`src/rtl/pen_plotter_pkg.sv`:
```
// Shared constants and types for the grayscale frame writer.
//   IMG_PIXELS  default pixels per frame
//   GRAY_W_*    luma weights for R/G/B; they sum to 256, so the >>8 keeps white at 255
//   state_e     frame-writer FSM states
package pen_plotter_pkg;

  localparam int unsigned IMG_PIXELS = 40800;

  localparam logic [7:0] GRAY_W_R = 8'd77;
  localparam logic [7:0] GRAY_W_G = 8'd150;
  localparam logic [7:0] GRAY_W_B = 8'd29;

  typedef enum logic [1:0] {
    IDLE  = 2'd0,
    RECV  = 2'd1,
    FLUSH = 2'd2,
    READY = 2'd3
  } state_e;

endpackage

```
`src/rtl/gray_frame_writer_if.sv`:
```
// Pixel-in / frame-buffer-out bundle of the grayscale frame writer.
//   slave  : writer side (takes pixels and frame control, drives memory port and status)
//   master : producer/consumer side (drives pixels and frame control, observes the rest)
interface gray_frame_writer_if #(
  parameter int unsigned ADDR_W = 16
);

  logic [23:0]       rgb_data;
  logic              pixel_done;
  logic [ADDR_W-1:0] pixel_cnt;
  logic              frame_done;
  logic              frame_ack;

  logic              mem_we;
  logic [ADDR_W-1:0] mem_addr;
  logic [7:0]        mem_wdata;
  logic              frame_ready;
  logic [ADDR_W-1:0] wr_count;
  logic              err_overrun;
  logic              err_addr;
  logic              err_short;

  modport slave (
    input  rgb_data, pixel_done, pixel_cnt, frame_done, frame_ack,
    output mem_we, mem_addr, mem_wdata, frame_ready, wr_count,
           err_overrun, err_addr, err_short
  );

  modport master (
    output rgb_data, pixel_done, pixel_cnt, frame_done, frame_ack,
    input  mem_we, mem_addr, mem_wdata, frame_ready, wr_count,
           err_overrun, err_addr, err_short
  );

endinterface

```
`src/rtl/rgb2gray_pipe.sv`:
```
// Two-stage RGB-to-gray converter; the address rides along with its pixel.
//   in_valid/in_rgb/in_addr    : pixel entering the pipe
//   out_valid/out_gray/out_addr: converted pixel, exactly two cycles later
module rgb2gray_pipe
  import pen_plotter_pkg::*;
#(
  parameter int unsigned ADDR_W = 16
) (
  input  logic              clk,
  input  logic              reset,
  input  logic              in_valid,
  input  logic [23:0]       in_rgb,
  input  logic [ADDR_W-1:0] in_addr,
  output logic              out_valid,
  output logic [7:0]        out_gray,
  output logic [ADDR_W-1:0] out_addr
);

  logic              s1_valid_q, s1_valid_d;
  logic [15:0]       prod_r_q, prod_r_d;
  logic [15:0]       prod_g_q, prod_g_d;
  logic [15:0]       prod_b_q, prod_b_d;
  logic [ADDR_W-1:0] s1_addr_q, s1_addr_d;
  logic              s2_valid_q, s2_valid_d;
  logic [7:0]        gray_q, gray_d;
  logic [ADDR_W-1:0] s2_addr_q, s2_addr_d;
  logic [15:0]       sum_c;

  // Stage 1: weighted products; stage 2: sum and scale. Data regs load only on valid.
  always_comb begin
    s1_valid_d = in_valid;
    prod_r_d   = prod_r_q;
    prod_g_d   = prod_g_q;
    prod_b_d   = prod_b_q;
    s1_addr_d  = s1_addr_q;
    if (in_valid) begin
      prod_r_d  = 16'(in_rgb[23:16]) * 16'(GRAY_W_R);
      prod_g_d  = 16'(in_rgb[15:8])  * 16'(GRAY_W_G);
      prod_b_d  = 16'(in_rgb[7:0])   * 16'(GRAY_W_B);
      s1_addr_d = in_addr;
    end

    // Weights sum to 256, so the sum peaks at 65280 and never overflows 16 bits.
    sum_c      = prod_r_q + prod_g_q + prod_b_q;
    s2_valid_d = s1_valid_q;
    gray_d     = gray_q;
    s2_addr_d  = s2_addr_q;
    if (s1_valid_q) begin
      gray_d    = 8'(sum_c >> 8);
      s2_addr_d = s1_addr_q;
    end
  end

  always_ff @(posedge clk) begin
    if (reset) begin
      s1_valid_q <= 1'b0;
      prod_r_q   <= '0;
      prod_g_q   <= '0;
      prod_b_q   <= '0;
      s1_addr_q  <= '0;
      s2_valid_q <= 1'b0;
      gray_q     <= '0;
      s2_addr_q  <= '0;
    end else begin
      s1_valid_q <= s1_valid_d;
      prod_r_q   <= prod_r_d;
      prod_g_q   <= prod_g_d;
      prod_b_q   <= prod_b_d;
      s1_addr_q  <= s1_addr_d;
      s2_valid_q <= s2_valid_d;
      gray_q     <= gray_d;
      s2_addr_q  <= s2_addr_d;
    end
  end

  assign out_valid = s2_valid_q;
  assign out_gray  = gray_q;
  assign out_addr  = s2_addr_q;

endmodule

```
`src/rtl/gray_frame_writer.sv`:
```
// Converts a stream of RGB pixels to gray and writes one frame into a buffer,
// then holds the buffer (frame_ready) until the consumer acknowledges it.
//   clk, reset : clock and synchronous active-high reset
//   bus        : pixel/frame inputs, frame-buffer write port, status and sticky errors
module gray_frame_writer
  import pen_plotter_pkg::*;
#(
  parameter int unsigned IMG_PIXELS = pen_plotter_pkg::IMG_PIXELS,
  parameter int unsigned ADDR_W     = 16
) (
  input  logic               clk,
  input  logic               reset,
  gray_frame_writer_if.slave bus
);

  state_e            state_q, state_d;
  logic              flush_cnt_q, flush_cnt_d;
  logic              frame_ready_q, frame_ready_d;
  logic [ADDR_W-1:0] wr_count_q, wr_count_d;
  logic              err_overrun_q, err_overrun_d;
  logic              err_addr_q, err_addr_d;
  logic              err_short_q, err_short_d;

  logic              addr_ok_c;
  logic              accept_c;
  logic              pipe_valid;
  logic [7:0]        pipe_gray;
  logic [ADDR_W-1:0] pipe_addr;

  assign addr_ok_c = 32'(bus.pixel_cnt) < IMG_PIXELS;
  // Pixels enter the pipe only while a frame is being (or about to be) received.
  assign accept_c  = bus.pixel_done && addr_ok_c && (state_q == IDLE || state_q == RECV);

  rgb2gray_pipe #(
    .ADDR_W(ADDR_W)
  ) u_pipe (
    .clk      (clk),
    .reset    (reset),
    .in_valid (accept_c),
    .in_rgb   (bus.rgb_data),
    .in_addr  (bus.pixel_cnt),
    .out_valid(pipe_valid),
    .out_gray (pipe_gray),
    .out_addr (pipe_addr)
  );

  // Next-state, counter and sticky-flag logic.
  always_comb begin
    state_d       = state_q;
    flush_cnt_d   = flush_cnt_q;
    frame_ready_d = frame_ready_q;
    wr_count_d    = wr_count_q;
    err_overrun_d = err_overrun_q;
    err_addr_d    = err_addr_q;
    err_short_d   = err_short_q;

    if (pipe_valid && (wr_count_q != '1)) begin
      wr_count_d = wr_count_q + ADDR_W'(1);
    end

    if (bus.pixel_done) begin
      if (!addr_ok_c) begin
        err_addr_d = 1'b1;
      end
      if (state_q == FLUSH || state_q == READY) begin
        err_overrun_d = 1'b1;
      end
    end

    unique case (state_q)
      IDLE: begin
        if (bus.frame_done) begin
          state_d     = FLUSH;
          flush_cnt_d = 1'b0;
          wr_count_d  = '0;
        end else if (accept_c) begin
          state_d    = RECV;
          wr_count_d = '0;
        end
      end
      RECV: begin
        if (bus.frame_done) begin
          state_d     = FLUSH;
          flush_cnt_d = 1'b0;
        end
      end
      FLUSH: begin
        // Two cycles drains the pipe; wr_count_d already includes the final write.
        if (flush_cnt_q) begin
          state_d       = READY;
          frame_ready_d = 1'b1;
          if (32'(wr_count_d) != IMG_PIXELS) begin
            err_short_d = 1'b1;
          end
        end else begin
          flush_cnt_d = 1'b1;
        end
      end
      READY: begin
        if (bus.frame_ack) begin
          state_d       = IDLE;
          frame_ready_d = 1'b0;
        end
      end
      default: state_d = IDLE;
    endcase
  end

  always_ff @(posedge clk) begin
    if (reset) begin
      state_q       <= IDLE;
      flush_cnt_q   <= 1'b0;
      frame_ready_q <= 1'b0;
      wr_count_q    <= '0;
      err_overrun_q <= 1'b0;
      err_addr_q    <= 1'b0;
      err_short_q   <= 1'b0;
    end else begin
      state_q       <= state_d;
      flush_cnt_q   <= flush_cnt_d;
      frame_ready_q <= frame_ready_d;
      wr_count_q    <= wr_count_d;
      err_overrun_q <= err_overrun_d;
      err_addr_q    <= err_addr_d;
      err_short_q   <= err_short_d;
    end
  end

  assign bus.mem_we      = pipe_valid;
  assign bus.mem_addr    = pipe_addr;
  assign bus.mem_wdata   = pipe_gray;
  assign bus.frame_ready = frame_ready_q;
  assign bus.wr_count    = wr_count_q;
  assign bus.err_overrun = err_overrun_q;
  assign bus.err_addr    = err_addr_q;
  assign bus.err_short   = err_short_q;

endmodule

```
`src/flat_wrapper.sv`:
```
// flat-port wrapper written by rule: the top's interface ports become plain ports
module gray_frame_writer_flat import pen_plotter_pkg::*;
#(
  parameter int unsigned IMG_PIXELS = pen_plotter_pkg::IMG_PIXELS,
  parameter int unsigned ADDR_W     = 16
)
  (clk, reset, bus_rgb_data, bus_pixel_done, bus_pixel_cnt, bus_frame_done, bus_frame_ack, bus_mem_we, bus_mem_addr, bus_mem_wdata, bus_frame_ready, bus_wr_count, bus_err_overrun, bus_err_addr, bus_err_short);
  gray_frame_writer_if #(.ADDR_W(ADDR_W)) bus_i ();
  input  logic clk;
  input  logic reset;
  input wire logic [$bits(bus_i.rgb_data)-1:0] bus_rgb_data;
  input wire logic [$bits(bus_i.pixel_done)-1:0] bus_pixel_done;
  input wire logic [$bits(bus_i.pixel_cnt)-1:0] bus_pixel_cnt;
  input wire logic [$bits(bus_i.frame_done)-1:0] bus_frame_done;
  input wire logic [$bits(bus_i.frame_ack)-1:0] bus_frame_ack;
  output wire logic [$bits(bus_i.mem_we)-1:0] bus_mem_we;
  output wire logic [$bits(bus_i.mem_addr)-1:0] bus_mem_addr;
  output wire logic [$bits(bus_i.mem_wdata)-1:0] bus_mem_wdata;
  output wire logic [$bits(bus_i.frame_ready)-1:0] bus_frame_ready;
  output wire logic [$bits(bus_i.wr_count)-1:0] bus_wr_count;
  output wire logic [$bits(bus_i.err_overrun)-1:0] bus_err_overrun;
  output wire logic [$bits(bus_i.err_addr)-1:0] bus_err_addr;
  output wire logic [$bits(bus_i.err_short)-1:0] bus_err_short;
  assign bus_i.rgb_data = bus_rgb_data;
  assign bus_i.pixel_done = bus_pixel_done;
  assign bus_i.pixel_cnt = bus_pixel_cnt;
  assign bus_i.frame_done = bus_frame_done;
  assign bus_i.frame_ack = bus_frame_ack;
  assign bus_mem_we = bus_i.mem_we;
  assign bus_mem_addr = bus_i.mem_addr;
  assign bus_mem_wdata = bus_i.mem_wdata;
  assign bus_frame_ready = bus_i.frame_ready;
  assign bus_wr_count = bus_i.wr_count;
  assign bus_err_overrun = bus_i.err_overrun;
  assign bus_err_addr = bus_i.err_addr;
  assign bus_err_short = bus_i.err_short;
  gray_frame_writer #(.IMG_PIXELS(IMG_PIXELS), .ADDR_W(ADDR_W)) u_core (.clk(clk), .reset(reset), .bus(bus_i));
endmodule
```
`config.mk`:
```
export PLATFORM = sky130hd
export DESIGN_NAME = gray_frame_writer_flat
export DESIGN_NICKNAME = d
export VERILOG_FILES = /design/src/rtl/pen_plotter_pkg.sv /design/src/rtl/gray_frame_writer_if.sv /design/src/rtl/rgb2gray_pipe.sv /design/src/rtl/gray_frame_writer.sv /design/src/flat_wrapper.sv
export SDC_FILE = /design/constraint.sdc
export NUM_CORES = 1
export LEC_CHECK = 0
export CORE_MARGIN = 5
export CORE_UTILIZATION = 53
export CTS_BUF_LIST = sky130_fd_sc_hd__clkbuf_4 sky130_fd_sc_hd__clkbuf_8
export CTS_CLUSTER_DIAMETER = 120
export DETAILED_ROUTE_END_ITERATION = 12
export PLACE_DENSITY = 0.79
export REMOVE_ABC_BUFFERS = 1
export SETUP_SLACK_MARGIN = 0.5
export SLEW_MARGIN = 20
export SYNTH_ARGS = -nofsm -noshare
export SYNTH_HDL_FRONTEND = slang
export SYNTH_SLANG_ARGS = --single-unit
```
`constraint.sdc`:
```
create_clock -name clk -period 4.2 [get_ports clk]
set_clock_uncertainty 0.05 [all_clocks]
set_input_delay 0.84 -clock clk [delete_from_list [all_inputs] [get_ports clk]]
set_output_delay 0.84 -clock clk [all_outputs]
set_load 0.02 [all_outputs]
```
* Yosys cells after proc, flatten, opt, wreduce, memory -nomap -nowiden
Index checks and enable logic that the tools add are counted.
** Operators by class
- Reductions and logical operators :: 15
- Muxes and demuxes :: 15
- Bitwise operators :: 1
- Equal/unequal tests :: 10
- Shifts and indexed selects :: 0
- Div/mod/pow operators :: 0
- Add/sub/neg operators :: 3
- Multipliers :: 3
- $lt $le $gt $ge :: 1
** Operators by type and width (number)
- 16-bit two-way mux :: 4
- 16-bit != test (second input constant) :: 2
- 8-bit by 7-bit multiplier with 15-bit output (second input constant) :: 2
- 15-bit by 16-bit adder with 16-bit output :: 1
- 16-bit by 1-bit adder with 16-bit output (second input constant) :: 1
- 16-bit by 13-bit adder with 16-bit output :: 1
- 16-bit < comparator (second input constant) :: 1
- 8-bit by 5-bit multiplier with 13-bit output (second input constant) :: 1
- 2-bit two-way mux :: 5
- 2-bit case mux with 4 select lines :: 1
- 2-bit AND reduction :: 3
- 3-bit AND reduction :: 2
- 2-bit == test (second input constant) :: 2
- 2-bit by 1-bit != test with 1-bit output (second input constant) :: 2
- 2-bit != test (second input constant) :: 2
- 1-bit case mux with 2 select lines :: 2
- 4-bit AND reduction :: 1
- 2-bit nonzero test :: 2
- 1-bit logical AND :: 3
- 1-bit two-way mux :: 3
- 3-bit != test (second input constant) :: 1
- 2-bit by 1-bit == test with 1-bit output (second input constant) :: 1
- 2-bit logical NOT :: 1
- 1-bit logical OR :: 2
- other kinds (2) :: 2
** Storage, ports and cells
- Register bits :: 108
- Memory bits (read-only) :: 0
- Word-level logic and storage cells :: 63
- Memories :: 0
- Bits in latches :: 0
- RAM bits :: 0
- Output and inout bits :: 45

* Depth between registers and ports, before layout
Gate-level depths: netlist of the first run.
- Depth in word-level cells :: 6
- Depth in mapped cells :: 15
- Depth with buffers taken out :: 15

* Hierarchy
A second synthesis of the first run with hierarchy kept.
** Unflattened totals
- Cell total of the unflattened synthesis :: 844
- Area, all modules :: 8000.2 um2
** Modules (own cells, without submodules)
- rgb2gray_pipe :: area each 6536.3 um2, cells each 674, times used 1, sequential area each 1701.6 um2
- gray_frame_writer :: area each 1463.9 um2, cells each 170, times used 1, sequential area each 460.4 um2

* Worst setup path after synthesis of the first run
OpenSTA, ideal clock, no wires.
- Path type :: input to register
- From :: input bus_rgb_data[12]
- To :: register u_core.u_pipe.prod_g_q[15]
- Stages on the path :: 14
- Data required time :: 4017 ps
- Data arrival time :: 3850 ps
- Setup slack :: 167 ps
- Path buffers :: 0
- Cell sequence :: ha_1 > ha_1 > inv_1 > fa_1 > fa_1 > inv_1 > ha_1 > nand3_1 > a2bb2oi_1 > a21oi_1 > a311oi_1 > nor2b_1 > o211ai_1 > a31oi_1
** On the way
- Longest elaborated chain between the ends :: 1
** Ends and longest elaborated chain
- start: declaration :: line flat_wrapper.sv:11 : input wire logic [$bits(bus_i.rgb_data)-1:0] bus_rgb_data;
- 8-bit by 7-bit multiplier with 15-bit output :: line rgb2gray_pipe.sv:38 : prod_g_d = 16'(in_rgb[15:8]) * 16'(GRAY_W_G);
- end signal: assignment :: line rgb2gray_pipe.sv:67 : prod_g_q <= prod_g_d;
- end: declaration :: line rgb2gray_pipe.sv:21 : logic [15:0] prod_g_q, prod_g_d;
Every way passes these cells.
A chain may end at the register's enable or synchronous reset.

* Worst setup path after layout of the first run
Same ends and word-level chain as after synthesis.

==> reports/metrics.cfg, run 1 <==
[synth]
async_reset_ff_share_pct = 0
ys_ff_latch = 108
synth.distinct_cells = 63
synth.largest_area_cell = dfxtp_1
synth_area_um2 = 7670
yosysWarnings = 0
synth_cells = 864
synth-main-ff-cell = dfxtp_1
ys_seq_area_share_pct = 28.2
synth_area_leaders = dfxtp_1, ha_1, fa_1, nand2_1, a21oi_1
yosysTopAreaCellShare_pct = 28.2
avgSynthCellArea_um2 = 8.88
synth_edf_count = 0

[critical_path]
critPathRequiredTime_ns = 4.42
ff2ff_setup_slack_ns = 1.22
crit_arrival_ns = 3.86
endpoint_kind = flip-flop
path_class = in -> reg
startpoint_type = input port
timing.rr.start = u_core.u_pipe.prod_r_q[4]
path_max_fanout = 3
r2r-end = u_core.u_pipe.out_gray[6]
rr_worst_depth = 11

[timing]
setup_viol = 0
grt_setup_unrepaired = true
hold_viol = 0
finalWorstSetupSlack_ns = 0.561
finalMaxSlewViolations = 0
tightest_slew_ns = 0.789
relSlewSlack_pct = 47.2
layout_min_cycle_time_ns = 3.64
tns_ns = 0
finalCritPeriodShare_pct = 86.6
fmax_mhz = 275

[finish]
post-route-util_pct = 67.7
final_cell_area_um2 = 9730
synthToLayoutAreaGrowth_pct = 26.9
diodes = 0
drive_gt1_share_pct = 15.5
nets = 1200

[clock_network]
numCtsBuffers = 9
cts.hold.buffers_added = 0
h-tree-depth = 3
cts_tree = done
cts_buffer_depth = 2
cts_sinks = 108
insertion_delay_ns = 0.38
clk_pin_slew_ns = 0.11
clock-root-buffer = clkbuf_8

[drt]
drt-vias-per-instance = 5.38
drc = 0
drt-met1-wl_um = 7350
met3_length_um = 788
dr_total_vias = 6386
routed.top_layer = met4
dr.pass1.iters = 4
postRouteAntennaNets = 0
wl_met2_um = 8300
wire_per_inst_um = 14.1
drt_iter0_drc = 355
routed_wl_um = 16800

[pwr]
leakagePower_nw = 4.33
power_density_nw_per_um2 = 423
seq_power_share_pct = 30.8
netSwitchingPower_mw = 1.56
total_power_mw = 4.12
p_clk_share_pct = 19.2
p_sw_share_pct = 37.9
vdd_drop_max_uv = 289
p_comb_share_pct = 50.0
power.internal_mw = 2.56

[placement]
hpwl_um = 12600
port_buffers = 89
dp_slack_ns = -0.428
gp_congestion = 0.821
place_area_um2 = 9080

[min_path]
worstHoldStart = u_core.bus.err_addr
holdPathStages = 2
hold_end = u_core.bus.err_addr
holdCritPathClass = reg -> reg

[floorplan]
io_pins = 90
die_area_um2 = 17000
die_w_um = 130
core_um2 = 14400
rows = 44
initial_core_util_pct = 53.4
chipHeight_um = 130

[global_routing]
track_usage_pct = 20.1
grt_pass1_vias = 6306
antenna_found_initial = 0
grt_max_degree = 45
grt_pass1_wl_um = 28100
overflow = 0

[job]
max_cap_violations = 0

[run_status]
status = complete, no violations

==> kinds of logic (layout without fill, tap and decap cells) <==
family / count (synthesis) / after routing / share of synthesized area, %
simple gates: 261 / 261 / 16.3
compound gates: 166 / 166 / 13.4
fa+ha+maj: 156 / 156 / 29.2
buf+inv: 115 / 255 / 5.92
flops: 108 / 108 / 28.2
xor+xnor: 37 / 37 / 4.23
mux: 21 / 21 / 2.74
==> what timing repair did <==
item | 4_1_cts | 5_1_grt
pin swaps | 41 | 41
hold endpoints to repair | 0 | 0
setup buffers | 4 | 7
gates resized for setup | 58 | 67
endpoints found under the setup margin | 20 | 16
==> worst max-delay path by stage <==
stage | from | endpoint | slack [ns] | depth (start not counted)
6_report | bus_rgb_data[12] | u_core.u_pipe.prod_g_q[15] | 0.56 | 15
5_1_grt | bus_rgb_data[12] | u_core.u_pipe.prod_g_q[15] | 0.46 | 15
2_1_floorplan | bus_rgb_data[12] | u_core.u_pipe.prod_g_q[13] | 0.13 | 14
4_1_cts | bus_rgb_data[17] | u_core.u_pipe.prod_r_q[11] | 0.50 | 13
3_3_place_gp | bus_rgb_data[12] | u_core.u_pipe.prod_g_q[15] | -0.37 | 15
3_5_place_dp | bus_rgb_data[12] | u_core.u_pipe.prod_g_q[15] | -0.43 | 15
==> flip-flops by register name (all words and copies together) (netlist names), 2 cells and up <==
name	cells
u_core.u_pipe.s1_addr_q	16
u_core.u_pipe.prod_r_q	15
u_core.bus.wr_count	16
u_core.u_pipe.prod_b_q	13
u_core.state_q	2
u_core.u_pipe.prod_g_q	15
u_core.u_pipe.out_gray	8
u_core.u_pipe.out_addr	16
==> metal layers <==
layer  global-route usage (%)  vias to the layer above
li1                         -                     3229
met1                     24.7                     3012
met2                     35.6                      116
met3                     3.27                       29
met4                     7.03                        0
met5                        0                        -
==> per-stage QoR <==
step           hold WS (ns)  instances
6_report              0.399       1188
5_1_grt               0.430       1188
4_1_cts               0.404       1181
3_5_place_dp          0.388       1161
3_3_place_gp          0.383       1161
2_1_floorplan         0.376        835
==> worst max-delay path: stages <==
cell	delay (ns)
buf_6	0.10
ha_4	0.23
ha_4	0.26
inv_2	0.03
fa_1	0.49
fa_1	0.56
inv_2	0.05
ha_4	0.25
buf_6	0.11
a2bb2oi_2	0.16
a21oi_2	0.09
a311oi_2	0.33
nor2b_1	0.08
o211ai_1	0.18
a31oi_1	0.09
==> layout make-up <==
type	count	area (um^2)
multi-input combinational	641	5390
fill	1132	4640
sequential	108	2160
timing repair buffer	153	1370
inverter	86	325
tap	184	230
clock inverter	7	134
clock buffer	9	124
==> power by group through the flow <==
stage | clock, mW | combinational (mW) | sequential, mW
after floorplan | 0 | 1.20 | 1.30
after global routing | 0.851 | 2.32 | 1.29
after CTS | 0.811 | 1.96 | 1.27
after global placement | 0 | 1.77 | 1.29
after detailed placement | 0 | 1.82 | 1.30
final | 0.789 | 2.06 | 1.27
==> cells in the final DEF, fill, tap and decap left out, types with 7 or more instances in the layout <==
| cell | instances |
|---|---|
| nand2_1 | 111 |
| dfxtp_1 | 108 |
| ha_1 | 100 |
| inv_1 | 72 |
| clkdlybuf4s50_1 | 65 |
| a21oi_1 | 64 |
| buf_4 | 63 |
| nor2_1 | 56 |
| fa_1 | 36 |
| mux2i_1 | 21 |
| xnor2_1 | 20 |
| xor2_1 | 17 |
| ha_4 | 16 |
| inv_2 | 13 |
| o21ai_0 | 13 |
| nand3_1 | 11 |
| nor3_1 | 11 |
| o21ai_1 | 10 |
| a211oi_1 | 10 |
| a21o_1 | 9 |
| clkbuf_8 | 9 |
| dlymetal6s2s_1 | 9 |
| a21oi_2 | 7 |
| a31oi_1 | 7 |
| nand2b_1 | 7 |
| clkbuf_2 | 7 |
==> Yosys cell counts (6+ instances only) <==
cell type  number
nand2b_1        7
xnor2_1        20
nand3_1        12
clkbuf_1       19
inv_1          86
fa_1           38
nand4_1         6
mux2i_1        21
a31oi_1         7
a211oi_1       11
or3_1           6
and3_1          7
nand3b_1        6
dfxtp_1       108
o21ai_0        22
ha_1          118
a21oi_1        71
nor2_1         58
a21o_1          9
buf_2           6
o211ai_1        6
nor3_1         11
xor2_1         17
nand2_1       111
o21ai_1         6
Power figures use the tool's default switching activity.
==> run 2: changes to the inputs <==
==> constraint.sdc (replaced) <==
create_clock -name clk -period 4.2 [get_ports clk]
set_clock_uncertainty 0.05 [all_clocks]
set_input_delay 0.63 -clock clk [delete_from_list [all_inputs] [get_ports clk]]
set_output_delay 0.63 -clock clk [all_outputs]
set_load 0.02 [all_outputs]
==> reports/metrics.cfg, run 2 (synthesis gave the netlist of run 1 again) <==
[run_status]
status = complete, no violations

[drt]
wl_met2_um = 8270  ; -0.40%
met3_length_um = 854  ; +8.4%
drt-met1-wl_um = 7310  ; -0.53%
wire_per_inst_um = 14.3  ; +1.7%
drc = 0  ; unchanged
drt-vias-per-instance = 5.37  ; -0.14%
dr_total_vias = 6286  ; -1.6%
routed.top_layer = met4
drt_iter0_drc = 373  ; +5.1%
routed_wl_um = 16800  ; +0.21%
postRouteAntennaNets = 0  ; unchanged
dr.pass1.iters = 4  ; unchanged

[critical_path]
r2r-end = u_core.u_pipe.out_gray[6]
crit_arrival_ns = 3.93  ; +0.07 ns
startpoint_type = input port
rr_worst_depth = 11  ; unchanged
timing.rr.start = u_core.u_pipe.prod_r_q[3]
ff2ff_setup_slack_ns = 1.19  ; -0.03 ns
critPathRequiredTime_ns = 4.45  ; +0.03 ns
path_class = in -> reg
endpoint_kind = flip-flop
path_max_fanout = 3  ; unchanged

[floorplan]
die_w_um = 130  ; unchanged
die_area_um2 = 17000  ; unchanged
io_pins = 90  ; unchanged
rows = 44  ; unchanged
core_um2 = 14400  ; unchanged
initial_core_util_pct = 53.4  ; unchanged
chipHeight_um = 130  ; unchanged

[global_routing]
overflow = 0  ; unchanged
grt_pass1_wl_um = 28000  ; -0.47%
antenna_found_initial = 0  ; unchanged
grt_max_degree = 92  ; +100%
grt_pass1_vias = 6231  ; -1.2%
track_usage_pct = 20.0  ; -0.082 points

[pwr]
vdd_drop_max_uv = 238  ; -18%
power_density_nw_per_um2 = 419  ; -1.1%
total_power_mw = 3.99  ; -3.2%
leakagePower_nw = 4.23  ; -2.2%

[clock_network]
cts_sinks = 108  ; unchanged
clock-root-buffer = clkbuf_8
cts_buffer_depth = 2  ; unchanged
cts.hold.buffers_added = 0  ; unchanged
cts_tree = done
numCtsBuffers = 9  ; unchanged
h-tree-depth = 3  ; unchanged
clk_pin_slew_ns = 0.10  ; about the same
insertion_delay_ns = 0.38  ; about the same

[finish]
layout_common_cells = nand2_1, ha_1, dfxtp_1, inv_1, clkdlybuf4s50_1
drive_gt1_share_pct = 11.9  ; -3.7 points
synthToLayoutAreaGrowth_pct = 24.2
final_cells = 1171  ; -1.4%
diodes = 0  ; unchanged
final_common_cell = nand2_1
nets = 1183  ; -1.4%
final_cell_area_um2 = 9520  ; -2.1%

[job]
max_cap_violations = 0  ; unchanged

[timing]
fin_hold_ws_ns = 0.398  ; -0.000838 ns
tns_ns = 0  ; unchanged
fmax_mhz = 272  ; -1.0%
hold_viol = 0  ; unchanged
finalCritPeriodShare_pct = 87.5  ; +0.88 points
finalMaxSlewViolations = 0  ; unchanged
setup_viol = 0  ; unchanged
layout_min_cycle_time_ns = 3.68  ; +0.0368 ns
grt_setup_unrepaired = false
tightest_slew_ns = 0.900  ; +0.112 ns
relSlewSlack_pct = 39.7  ; -7.5 points

[placement]
hpwl_um = 12400  ; -1.9%
place_area_um2 = 9000  ; -0.85%
dp_cells = 1149  ; -1.0%
gp_congestion = 0.841  ; +2.5%
port_buffers = 89  ; unchanged

[min_path]
hold_end = u_core.bus.err_addr
worstHoldStart = u_core.bus.err_addr
holdPathStages = 2  ; unchanged
holdCritPathClass = reg -> reg

## run 2: power by group
| group | internal (mW) | switching (mW) |
|---|---|---|
| sequential | 1.17 | 0.102 |
| combinational | 0.950 | 1.10 |
| clock | 0.311 | 0.359 |
## run 2: repair_timing
| action | in CTS | in global routing |
|---|---|---|
| setup endpoints to repair | 15 | 17 |
| setup buffers | 1 | 5 |
| resized for setup | 36 | 36 |
| pin swaps | 25 | 39 |
## run 2: how the worst max path moves through the flow
stage	from	to	cells after the start
4_1_cts	bus_rgb_data[3]	u_core.u_pipe.prod_b_q[11]	15
5_1_grt	bus_rgb_data[6]	u_core.u_pipe.prod_b_q[11]	12
6_report	bus_rgb_data[0]	u_core.u_pipe.prod_b_q[11]	12
3_3_place_gp	bus_rgb_data[12]	u_core.u_pipe.prod_g_q[15]	15
3_5_place_dp	bus_rgb_data[12]	u_core.u_pipe.prod_g_q[15]	15
2_1_floorplan	bus_rgb_data[12]	u_core.u_pipe.prod_g_q[13]	14
## run 2: layer usage
| metal | vias to the layer above | global-route usage, % |
|---|---|---|
| li1 | 3192 | - |
| met1 | 2930 | 25.3 |
| met2 | 133 | 34.8 |
| met3 | 31 | 2.74 |
| met4 | 0 | 7.64 |
| met5 | - | 0 |
## run 2: per-stage QoR
| step | setup slack [ns] | utilization [%] |
|---|---|---|
| after global placement | -0.152 | 62.7 |
| after global routing | 0.431 | 66.3 |
| after CTS | 0.502 | 65.2 |
| after floorplan | 0.341 | - |
| final | 0.524 | 66.3 |
| after detailed placement | -0.260 | 62.7 |
## run 2: critical path, stage by stage
cell	delay, ns
clkdlybuf4s50_1	0.44
fa_1	0.48
ha_4	0.24
fa_1	0.56
ha_4	0.22
nor2b_1	0.13
o21ai_1	0.19
a21boi_2	0.10
o21ai_2	0.21
a21oi_2	0.11
nor4b_1	0.42
a311o_1	0.20
## run 2: area by class of cell
type | count | area (um^2)
tap | 184 | 230
clock inverter | 4 | 57.6
inverter | 86 | 323
fill | 1152 | 4840
sequential | 108 | 2160
timing repair buffer | 136 | 1290
clock buffer | 12 | 153
multi-input combinational | 641 | 5310
==> run 3: changes to the inputs <==
--- a/config.mk
+++ b/config.mk
@@ -6,12 +6,11 @@
 export NUM_CORES = 1
 export LEC_CHECK = 0
 export CORE_MARGIN = 5
-export CORE_UTILIZATION = 53
+export CORE_UTILIZATION = 47
 export CTS_BUF_LIST = sky130_fd_sc_hd__clkbuf_4 sky130_fd_sc_hd__clkbuf_8
 export CTS_CLUSTER_DIAMETER = 120
 export DETAILED_ROUTE_END_ITERATION = 12
-export PLACE_DENSITY = 0.79
-export REMOVE_ABC_BUFFERS = 1
+export PLACE_DENSITY = 0.72
 export SETUP_SLACK_MARGIN = 0.5
 export SLEW_MARGIN = 20
 export SYNTH_ARGS = -nofsm -noshare
==> reports/metrics.cfg, run 3 (synthesis gave the netlist of run 1 again) <==
[timing]
layout_min_cycle_time_ns = 3.57  ; -0.109 ns
finalCritPeriodShare_pct = 84.9  ; -2.6 points
grt_setup_unrepaired = false
hold_viol = 0  ; unchanged
tightest_slew_ns = 1.03  ; +0.133 ns
fmax_mhz = 280  ; +3.0%
finalMaxSlewViolations = 0  ; unchanged
relSlewSlack_pct = 30.9  ; -8.9 points
setup_viol = 0  ; unchanged
fin_hold_ws_ns = 0.399  ; +0.00122 ns

[min_path]
holdPathStages = 2  ; unchanged
worstHoldStart = u_core.bus.err_addr
hold_end = u_core.bus.err_addr
holdCritPathClass = reg -> reg

[floorplan]
io_pins = 90  ; unchanged
die_area_um2 = 19000  ; +12%
core_um2 = 15900  ; +11%
chipHeight_um = 138  ; +5.7%
die_w_um = 138  ; +5.7%
rows = 46  ; +4.5%
initial_core_util_pct = 48.1  ; -5.3 points

[placement]
place_area_um2 = 9000  ; about the same
gp_congestion = 0.853  ; +1.3%
hpwl_um = 12500  ; +1.3%
dp_cells = 1174  ; +2.2%
port_buffers = 89  ; unchanged

[clock_network]
cts_tree = done
clk_pin_slew_ns = 0.12  ; +0.02 ns
cts_sinks = 108  ; unchanged
insertion_delay_ns = 0.39  ; about the same
clock-root-buffer = clkbuf_8
cts_buffer_depth = 2  ; unchanged
numCtsBuffers = 9  ; unchanged
cts.hold.buffers_added = 0  ; unchanged
h-tree-depth = 3  ; unchanged

[critical_path]
critPathBufInv = 3  ; +2
critPathRequiredTime_ns = 4.45  ; about the same
ff2ff_setup_slack_ns = 1.15  ; -0.04 ns
endpoint_kind = flip-flop
r2r-end = u_core.u_pipe.out_gray[6]
crit_arrival_ns = 3.81  ; -0.12 ns
startpoint_type = input port
path_class = in -> reg
path_max_fanout = 4  ; +1
worstPathCellList = clkdlybuf4s50_1 -> ha_1 -> ha_4 -> inv_1 -> fa_1 -> fa_1 -> inv_1 -> ha_4 -> o21a_1 -> nor2_1 -> a21oi_1 -> a211oi_1 -> a21oi_1 -> xnor2_1 -> o21ai_1
cp_top_family = adder cells
cp_num_cells = 15  ; +3
timing.rr.start = u_core.u_pipe.prod_r_q[3]
slowest_stage = fa_1
cpPeakStageDelay_ns = 0.51  ; -0.05 ns
rr_worst_depth = 11  ; unchanged

[drt]
wire_per_inst_um = 13.7  ; -4.7%
drc = 0  ; unchanged
drt_iter0_drc = 209  ; -44%
postRouteAntennaNets = 0  ; unchanged
drt-vias-per-instance = 5.13  ; -4.4%
dr.pass1.iters = 4  ; unchanged
routed_wl_um = 16300  ; -2.8%
dr_total_vias = 6127  ; -2.5%

[global_routing]
antenna_found_initial = 0  ; unchanged
grt_pass1_wl_um = 27400  ; -2.0%
grt_pass1_vias = 5954  ; -4.4%
grt_max_degree = 92  ; unchanged
overflow = 0  ; unchanged
track_usage_pct = 17.6  ; -2.4 points

[finish]
final_common_cell = nand2_1
nets = 1174  ; -0.76%
drive_gt1_share_pct = 9.51  ; -2.3 points
final_cell_area_um2 = 9410  ; -1.2%
synthToLayoutAreaGrowth_pct = 22.7
final_cells = 1194  ; +2.0%
diodes = 0  ; unchanged
layout_common_cells = nand2_1, ha_1, dfxtp_1, inv_1, clkdlybuf4s50_1

[job]
max_cap_violations = 0  ; unchanged

[pwr]
leakagePower_nw = 4.18  ; -1.2%
vdd_drop_max_uv = 208  ; -12%
total_power_mw = 3.80  ; -4.7%
power_density_nw_per_um2 = 404  ; -3.5%

[run_status]
status = complete, no violations

[synth]
syn-num-nets = 1065

==> run 3: cell types whose count changed in the layout (fill, tap and decap cells not counted), sizes merged, moves of 2 or more <==
cell	delta
inv	+2
buf	-9
dlymetal6s2s	+3
clkinv	+2
clkbuf	-3
==> run 3: metal layers <==
| metal | GRT usage [%] | part of all wire (%) | vias to the layer above |
|---|---|---|---|
| met5 | 0 | 0 | - |
| met4 | 3.90 | 1.2 | 0 |
| met3 | 3.58 | 4.2 | 17 |
| met2 | 31.1 | 49 | 100 |
| met1 | 22.2 | 46 | 2832 |
| li1 | - | - | 3178 |
==> run 3: what timing repair did <==
action | 4_1_cts | 5_1_grt
setup endpoints to repair | 14 | 16
resized for setup | 25 | 22
buffers inserted | 1 | 3
pin swaps | 19 | 31
==> run 3: stage by stage <==
| step | setup slack, ns | TNS [ns] | utilization [%] |
|---|---|---|---|
| finish | 0.633 | 0 | 59.0 |
| global route | 0.485 | 0 | 59.0 |
| CTS | 0.487 | 0 | 58.3 |
| detailed placement | -0.121 | -0.501 | 56.5 |
| global placement | -0.0775 | -0.132 | 56.5 |
| floorplan | 0.485 | 0 | - |
==> run 3: layout make-up <==
cell class / count / area [um^2]
Clock buffer: 9 / 124
Clock inverter: 7 / 68.8
Fill cell: 1445 / 6530
Inverter: 86 / 323
Multi-Input combinational cell: 641 / 5270
Sequential cell: 108 / 2160
Tap cell: 216 / 270
Timing Repair Buffer: 127 / 1200
==> run 3: how the worst max path moves through the flow <==
stage / from / slack (ns) / end
floorplan: bus_rgb_data[12] / 0.48 / u_core.u_pipe.prod_g_q[15]
global placement: bus_rgb_data[12] / -0.08 / u_core.u_pipe.prod_g_q[15]
detailed placement: bus_rgb_data[3] / -0.12 / u_core.u_pipe.prod_b_q[11]
CTS: bus_rgb_data[1] / 0.49 / u_core.u_pipe.prod_b_q[11]
global route: bus_rgb_data[0] / 0.49 / u_core.u_pipe.prod_b_q[11]
finish: bus_rgb_data[11] / 0.63 / u_core.u_pipe.prod_g_q[14]
==> run 3: worst min-delay path: stages, from the launching register on <==
cell	delay, ns
dfxtp_1	0.33
inv_1	0.04
a21oi_1	0.05
==> run 3: power breakdown <==
part           internal, mW  switching (mW)  total, mW
combinational         0.884            1.01       1.90
sequential             1.17           0.110       1.28
clock                 0.231           0.395      0.626
total                  2.28            1.52       3.80
